`src/rtl/fetch_pkg.sv`:
```
// Shared types and constants for the instruction fetch unit.
//   fetch_state_e    : fetch FSM states (request, wait, output, drop)
//   NOP_INSTR        : instruction presented whenever no real fetch is valid
//   DEFAULT_RESET_PC : default PC loaded on reset
//   align_word()     : clears the byte-offset bits of an address
package fetch_pkg;

    typedef enum logic [1:0] {
        StReq,
        StWait,
        StOut,
        StDrop
    } fetch_state_e;

    localparam logic [31:0] NOP_INSTR        = 32'h0000_0013;
    localparam logic [31:0] DEFAULT_RESET_PC = 32'h0000_0000;

    function automatic logic [31:0] align_word(input logic [31:0] addr);
        return {addr[31:2], 2'b00};
    endfunction

endpackage

```
`src/rtl/fetch_if.sv`:
```
// Instruction-memory request/response bus.
//   imem_req    : request valid (fetch -> memory)
//   imem_addr   : request address (fetch -> memory)
//   imem_ready  : memory accepts the request this cycle (memory -> fetch)
//   imem_rvalid : response data valid (memory -> fetch)
//   imem_rdata  : response instruction word (memory -> fetch)
// master is the fetch side, slave is the memory side.
interface fetch_if;

    logic        imem_req;
    logic [31:0] imem_addr;
    logic        imem_ready;
    logic        imem_rvalid;
    logic [31:0] imem_rdata;

    modport master (
        output imem_req,
        output imem_addr,
        input  imem_ready,
        input  imem_rvalid,
        input  imem_rdata
    );

    modport slave (
        input  imem_req,
        input  imem_addr,
        output imem_ready,
        output imem_rvalid,
        output imem_rdata
    );

endinterface

```
`src/rtl/fetch_pc_gen.sv`:
```
// Program counter register with +4 incrementer and redirect mux.
//   clk, rst      : clock, asynchronous active-high reset (loads RESET_PC)
//   redirect_i    : load target_i (word-aligned); wins over advance_i
//   target_i      : redirect address
//   advance_i     : step PC by 4 (wraps modulo 2^32)
//   pc_o          : current PC
//   pc_plus4_o    : current PC + 4
module fetch_pc_gen
    import fetch_pkg::*;
#(
    parameter logic [31:0] RESET_PC = DEFAULT_RESET_PC
) (
    input  logic        clk,
    input  logic        rst,
    input  logic        redirect_i,
    input  logic [31:0] target_i,
    input  logic        advance_i,
    output logic [31:0] pc_o,
    output logic [31:0] pc_plus4_o
);

    logic [31:0] pc_q;
    logic [31:0] pc_d;

    assign pc_plus4_o = pc_q + 32'd4;
    assign pc_o       = pc_q;

    always_comb begin
        pc_d = pc_q;
        if (redirect_i) begin
            pc_d = align_word(target_i);
        end else if (advance_i) begin
            pc_d = pc_plus4_o;
        end
    end

    always_ff @(posedge clk or posedge rst) begin
        if (rst) begin
            pc_q <= RESET_PC;
        end else begin
            pc_q <= pc_d;
        end
    end

endmodule

```
`src/rtl/fetch_unit.sv`:
```
// Instruction fetch stage: issues one memory request at a time, buffers the
// returned word and presents it to decode until consumed.
//   clk, rst        : clock, asynchronous active-high reset
//   stallF          : 1 = decode does not consume the presented instruction
//   PCSrcE          : redirect from execute (taken branch / jump)
//   PCTargetE       : redirect target
//   imem            : instruction-memory bus (master side)
//   instrF/PCF      : presented instruction and its address
//   PCPlus4F        : PCF + 4
//   validF          : instrF/PCF hold a real fetched instruction
module fetch_unit
    import fetch_pkg::*;
#(
    parameter logic [31:0] RESET_PC = DEFAULT_RESET_PC
) (
    input  logic           clk,
    input  logic           rst,
    input  logic           stallF,
    input  logic           PCSrcE,
    input  logic [31:0]    PCTargetE,
    fetch_if.master        imem,
    output logic [31:0]    instrF,
    output logic [31:0]    PCF,
    output logic [31:0]    PCPlus4F,
    output logic           validF
);

    fetch_state_e state_q;
    logic [31:0]  buf_q;
    logic [31:0]  pc;
    logic [31:0]  pc_plus4;
    logic         accept;
    logic         advance;

    // imem_req is high whenever we are in StReq out of reset, so ready alone
    // decides acceptance there.
    assign accept  = (state_q == StReq) && imem.imem_ready;
    assign advance = (state_q == StOut) && !stallF;

    fetch_pc_gen #(
        .RESET_PC (RESET_PC)
    ) u_pc_gen (
        .clk        (clk),
        .rst        (rst),
        .redirect_i (PCSrcE),
        .target_i   (PCTargetE),
        .advance_i  (advance),
        .pc_o       (pc),
        .pc_plus4_o (pc_plus4)
    );

    always_ff @(posedge clk or posedge rst) begin
        if (rst) begin
            state_q <= StReq;
            buf_q   <= NOP_INSTR;
        end else begin
            unique case (state_q)
                StReq: begin
                    // A request accepted alongside a redirect fetched the old
                    // address; its response must be swallowed.
                    if (accept) begin
                        state_q <= PCSrcE ? StDrop : StWait;
                    end
                end
                StWait: begin
                    if (PCSrcE) begin
                        state_q <= imem.imem_rvalid ? StReq : StDrop;
                    end else if (imem.imem_rvalid) begin
                        buf_q   <= imem.imem_rdata;
                        state_q <= StOut;
                    end
                end
                StOut: begin
                    if (PCSrcE) begin
                        buf_q   <= NOP_INSTR;
                        state_q <= StReq;
                    end else if (!stallF) begin
                        state_q <= StReq;
                    end
                end
                StDrop: begin
                    if (imem.imem_rvalid) begin
                        state_q <= StReq;
                    end
                end
                default: state_q <= StReq;
            endcase
        end
    end

    // Decoded from state only, so imem_req never sees rvalid/rdata.
    assign imem.imem_req  = (state_q == StReq) && !rst;
    assign imem.imem_addr = pc;

    assign validF   = (state_q == StOut);
    assign instrF   = validF ? buf_q : NOP_INSTR;
    assign PCF      = pc;
    assign PCPlus4F = pc_plus4;

endmodule

```
`src/flat_wrapper.sv`:
```
// flat-port wrapper written by rule: the top's interface ports become plain ports
module fetch_unit_flat import fetch_pkg::*;
#(
    parameter logic [31:0] RESET_PC = DEFAULT_RESET_PC
)
  (clk, rst, stallF, PCSrcE, PCTargetE, instrF, PCF, PCPlus4F, validF, imem_imem_req, imem_imem_addr, imem_imem_ready, imem_imem_rvalid, imem_imem_rdata);
  fetch_if imem_i ();
  input  logic clk;
  input  logic rst;
  input  logic stallF;
  input  logic PCSrcE;
  input  logic [31:0] PCTargetE;
  output logic [31:0] instrF;
  output logic [31:0] PCF;
  output logic [31:0] PCPlus4F;
  output logic validF;
  output wire logic [$bits(imem_i.imem_req)-1:0] imem_imem_req;
  output wire logic [$bits(imem_i.imem_addr)-1:0] imem_imem_addr;
  input wire logic [$bits(imem_i.imem_ready)-1:0] imem_imem_ready;
  input wire logic [$bits(imem_i.imem_rvalid)-1:0] imem_imem_rvalid;
  input wire logic [$bits(imem_i.imem_rdata)-1:0] imem_imem_rdata;
  assign imem_imem_req = imem_i.imem_req;
  assign imem_imem_addr = imem_i.imem_addr;
  assign imem_i.imem_ready = imem_imem_ready;
  assign imem_i.imem_rvalid = imem_imem_rvalid;
  assign imem_i.imem_rdata = imem_imem_rdata;
  fetch_unit #(.RESET_PC(RESET_PC)) u_core (.clk(clk), .rst(rst), .stallF(stallF), .PCSrcE(PCSrcE), .PCTargetE(PCTargetE), .imem(imem_i), .instrF(instrF), .PCF(PCF), .PCPlus4F(PCPlus4F), .validF(validF));
endmodule
```
`config.mk`:
```
export PLATFORM = sky130hd
export DESIGN_NAME = fetch_unit_flat
export DESIGN_NICKNAME = d
export VERILOG_FILES = /design/src/rtl/fetch_pkg.sv /design/src/rtl/fetch_if.sv /design/src/rtl/fetch_pc_gen.sv /design/src/rtl/fetch_unit.sv /design/src/flat_wrapper.sv
export SDC_FILE = /design/constraint.sdc
export NUM_CORES = 1
export LEC_CHECK = 0
export CAP_MARGIN = 20
export CORE_MARGIN = 5
export CORE_UTILIZATION = 41
export CTS_CLUSTER_DIAMETER = 200
export DETAILED_ROUTE_END_ITERATION = 10
export PLACE_DENSITY = 0.92
export SYNTH_ARGS = -nofsm -noshare
export SYNTH_HDL_FRONTEND = slang
export SYNTH_SLANG_ARGS = --single-unit
```
`constraint.sdc`:
```
create_clock -name clk -period 2.9 [get_ports clk]
set_input_delay 0.435 -clock clk [delete_from_list [all_inputs] [get_ports clk]]
set_output_delay 0.435 -clock clk [all_outputs]
set_load 0.01 [all_outputs]
```
Word-level counts from Yosys, hierarchy flattened
Index checks and enable logic that the tools add are counted.
- divide/modulo/power cells: 0
- add/subtract/negate cells: 1
- multiply operators: 0
- shifts and indexed selects: 0
- bitwise gates (word level): 0
- muxes and demuxes: 16
- magnitude comparators: 0
- reductions and logical operators: 10
- eq/ne operators: 10
- operators by type and width (kind ; count):
    32-bit two-way mux ; 6
    32-bit case mux with 2 select lines ; 1
    32-bit by 3-bit adder with 32-bit output, second input constant ; 1
    2-bit two-way mux ; 8
    2-bit inequality test, second input constant ; 4
    2-bit case mux with 4 select lines ; 1
    4-bit AND reduction ; 2
    3-bit inequality test, second input constant ; 2
    2-bit == test, second input constant ; 2
    2-bit nonzero test ; 2
    1-bit logical AND ; 3
    2-bit by 1-bit == test with 1-bit output, second input constant ; 1
    1-bit zero test ; 2
    2-bit zero test ; 1
    2-bit by 1-bit inequality test with 1-bit output, second input constant ; 1
- output and inout bits: 130
- memories: 0
- bits in writable memories: 0
- register bits: 66
- memory bits (read-only): 0
- input bits: 70
- logic and storage cells: 40
- latch bits: 0

Longest topological paths before layout
- word-level depth: 4
- depth in mapped cells: 6
- gate-level depth less buffers: 5

By module
A second synthesis with hierarchy kept.
- cell total of the unflattened synthesis: 517
- area, all modules: 4291.6 µm²
- by module, submodules not included (module ; instances ; seq. area each (µm²) ; cells an instance ; area an instance (µm²)):
    fetch_pc_gen ; 1 ; 750.7 ; 288 ; 2303.5
    fetch_unit ; 1 ; 854.6 ; 229 ; 1988.2

Worst setup path before layout
Ideal clock, no wire load.
- path kind: reg-to-output
- from: register u_core.u_pc_gen.pc_q[2], in the netlist u_core.u_pc_gen.pc_o[2]
- to: output PCPlus4F[24]
- cell stages (with the launch flop): 7
- required time: 2.465 ns
- buffers on the path: 1
- setup slack: 0.566 ns
- arrival time: 1.899 ns
- cells stage by stage: dfrtp_1 -> ha_1 -> and4_1 -> clkbuf_1 -> nand4_1 -> nor3_1 -> xor2_1
- word-level cells in the longest chain between the ends: 1
- ends and longest elaborated chain (what ; line ; RTL):
    from (decl) ; fetch_pc_gen.sv:22 ; logic [31:0] pc_q;
    from (signal assigned) ; fetch_pc_gen.sv:41 ; pc_q <= pc_d;
    32-bit by 3-bit adder with 32-bit output ; fetch_pc_gen.sv:25 ; assign pc_plus4_o = pc_q + 32'd4;
    to (decl) ; flat_wrapper.sv:15 ; output logic [31:0] PCPlus4F;
No other way between the ends.

Worst setup path after layout
- from: register u_core.u_pc_gen.pc_q[13], in the netlist u_core.u_pc_gen.pc_o[13]
- to: output PCPlus4F[27]
The elaborated chain is that of the path after synthesis.

==> results.cfg <==
[sta]
hold_violations = 0
max_clock_freq_mhz = 354
worst_slack_ns = 0.0716
slew_headroom = 0.484
fin_setup_tns_ns = 0
finalClockSkew_ns = 0.0115
hold_slack_ns = 0.323
post-route-min-period_ns = 2.83
drv_slew = 0
setup_viol = 0
finalCritPeriodShare = 0.975
worstMarginPinSlew_ns = 0.773

[final_layout]
final_area_um2 = 6460
antenna_cells = 0
final_nets = 705
syn_to_final_growth_pct = 59.4
drive_above_1_share = 0.149

[pwr]
swShare = 0.331
comb_power_share = 0.408
p_leak_nw = 2.70
peakVddDrop_mv = 0.326
seqPwrFrac = 0.367
clkPwrFrac = 0.225
powerDensity_nw_per_um2 = 578
power_switching_w = 0.00124
p_int_w = 0.00250

[route]
drt_pre_antenna_iters = 5
routed_wl_um = 14300
ant_nets = 0
drcViolationCount = 0
vias_per_cell = 5.52
vias = 4262
wl_per_cell_um = 18.5
drt-initial-drc-count = 368

[critical_path]
critPathKind = flip-flop to output port
critPathRequiredTime_ns = 2.47
end_kind = output port
crit_path_max_fanout = 8
worstSetupStartpointType = flip-flop
arrival_ns = 2.39
slowest_stage = or4_4
reg2regPathDepth = 6
cp_slowest_stage_delay_ns = 0.57
path_cells = nand4_4 > or4_4 > nor3_2 > xor2_1 > clkdlybuf4s50_1

[clock_tree]
cts_made_buffers = 9
cts_buffer_depth = 2
cts_tree = yes
ctsHoldBuffers = 0
htree_levels = 3
clock_sinks = 64
clk_pin_slew_ns = 0.08
cts_root_buf = clkbuf_8
clk_latency_ns = 0.34

[synthesis]
synth_top_cell_area_share = 0.377
synth-edff-count = 0
synth_warnings = 0
synth_cell_types = 52
ys_ff_latch = 64
yosys.area.top_type = dfrtp_1
synthCells = 448
synthTopCellsByCount = dfrtp_1 (61), buf_4 (36), nand2_1 (36)
ys.flop_type = dfrtp_1
ys_seq_area_frac = 0.396
syn_area_per_cell_um2 = 9.05
synth_area_um2 = 4050
yosysMostFrequentCell = dfrtp_1
synth_area_leaders = dfrtp_1 (38%), buf_4 (6.7%), a22o_1 (6.3%)
synthArstFlopShare = 1.00

[global_routing]
grt_pass1_wl_um = 22000
antenna_found_initial = 0
track_usage = 0.231
overflow = 0
grt_max_degree = 62
grt_pass1_vias = 4379

[floorplan]
start_util = 0.417
rows = 36
dieWidth_um = 109
fp.coreArea_um2 = 9730
pin_count = 200
die_h_um = 109
dieArea_um2 = 12000

[hold_path]
min_path_type = input port to asynchronous set/reset pin

[status]
status = finished, final reports clean

[placement]
portBuffers = 191
preCtsSetupSlack_ns = 0.101
place_area_um2 = 6030
place_hpwl_um = 10400
place_congestion = 0.887

[flow_run]
maxCapViolations = 0
## per-layer routing
metal	vias to the layer above	global-route usage	wire [um]
li1	1929	-	-
met5	-	0	0
met2	232	0.395	7420
met1	2063	0.285	5370
met4	0	0.0962	359
met3	38	0.0452	1140
## cell type report
cell class                      instances  area [um2]
Timing Repair Buffer                  240        2310
Tap cell                              133         166
Inverter                                8        30.0
Clock buffer                           10         128
Sequential cell                        64        1610
Multi-Input combinational cell        311        2130
Fill cell                             781        3270
Clock inverter                          6        83.8
## cells in the final DEF, fill, tap and decap left out, types with 3 or more instances in the layout
master and instances:
o21ai_0 14, nor3_1 5, or4_4 3, xor2_1 16, nor4_1 6, and2_1 30
and3_1 4, o22a_1 3, o311ai_0 4, a31oi_1 11, nand4_1 14, nand2b_1 4
o31ai_1 8, nand2_1 36, dfstp_2 3, clkinv_2 3, a22o_1 29, nor2b_1 3
conb_1 6, buf_4 47, dlymetal6s2s_1 9, clkdlybuf4s50_1 179, nor3_2 3, xnor2_1 23
and4_1 5, dfrtp_1 57, nor2_1 24, inv_1 7, or4_1 9, clkbuf_8 9
nand3_1 18, dfrtp_2 4
## cell families after synthesis
group           Yosys count  synth area share
other cells               1          0.000925
fa+ha+maj                 1           0.00309
compound gates           80             0.147
flops                    64             0.396
simple gates            183             0.255
mux                       2           0.00494
buf+inv                  78             0.109
xor+xnor                 39            0.0843
## final timing paths
check | from | end | slack, ns
max | u_core.u_pc_gen.pc_o[13]$_DFFE_PP0P_ | PCPlus4F[27] | 0.07
min | rst | u_core.buf_q[17]$_DFFE_PP0P_ | 0.32
max reg2reg | u_core.u_pc_gen.pc_o[13]$_DFFE_PP0P_ | u_core.u_pc_gen.pc_o[23]$_DFFE_PP0P_ | 0.60
min reg2reg | u_core.buf_q[16]$_DFFE_PP0P_ | u_core.buf_q[16]$_DFFE_PP0P_ | 0.49
max in group asynchronous | rst | u_core.buf_q[0]$_DFFE_PP1P_ | 1.98
min in group clk | u_core.buf_q[16]$_DFFE_PP0P_ | u_core.buf_q[16]$_DFFE_PP0P_ | 0.49
## flip-flops by register name (all words and copies together) (netlist names)
signal	flops
u_core.buf_q	32
u_core.u_pc_gen.pc_o	30
u_core.state_q	2
## what timing repair did
action | in CTS | in global routing
pin swaps | 2 | 3
gates resized for setup | 14 | 17
setup buffers | 11 | 3
endpoints found under the setup margin | 13 | 13
## stage by stage
stage	total power, W	instances	util
after CTS	0.00375	769	0.655
after floorplan	0.00212	453	-
after global placement	0.00279	741	0.618
after global routing	0.00394	772	0.664
final	0.00373	772	0.664
after detailed placement	0.00287	742	0.619
## critical path, delay by kind of cell (launching register included)
family                 cells  cell delay, ns
XOR/XNOR                   1            0.18
buffers and inverters      1            0.55
flip-flops                 1            0.42
AND/OR/NAND/NOR            3            0.91
## power by group through the flow
stage | sequential, W | clock, W | combinational, W
2_1_floorplan | 0.00134 | 0 | 0.000780
3_3_place_gp | 0.00136 | 0 | 0.00143
3_5_place_dp | 0.00138 | 0 | 0.00149
4_1_cts | 0.00136 | 0.000861 | 0.00153
5_1_grt | 0.00140 | 0.000900 | 0.00164
6_report | 0.00137 | 0.000841 | 0.00152
Power figures use the tool's default switching activity.
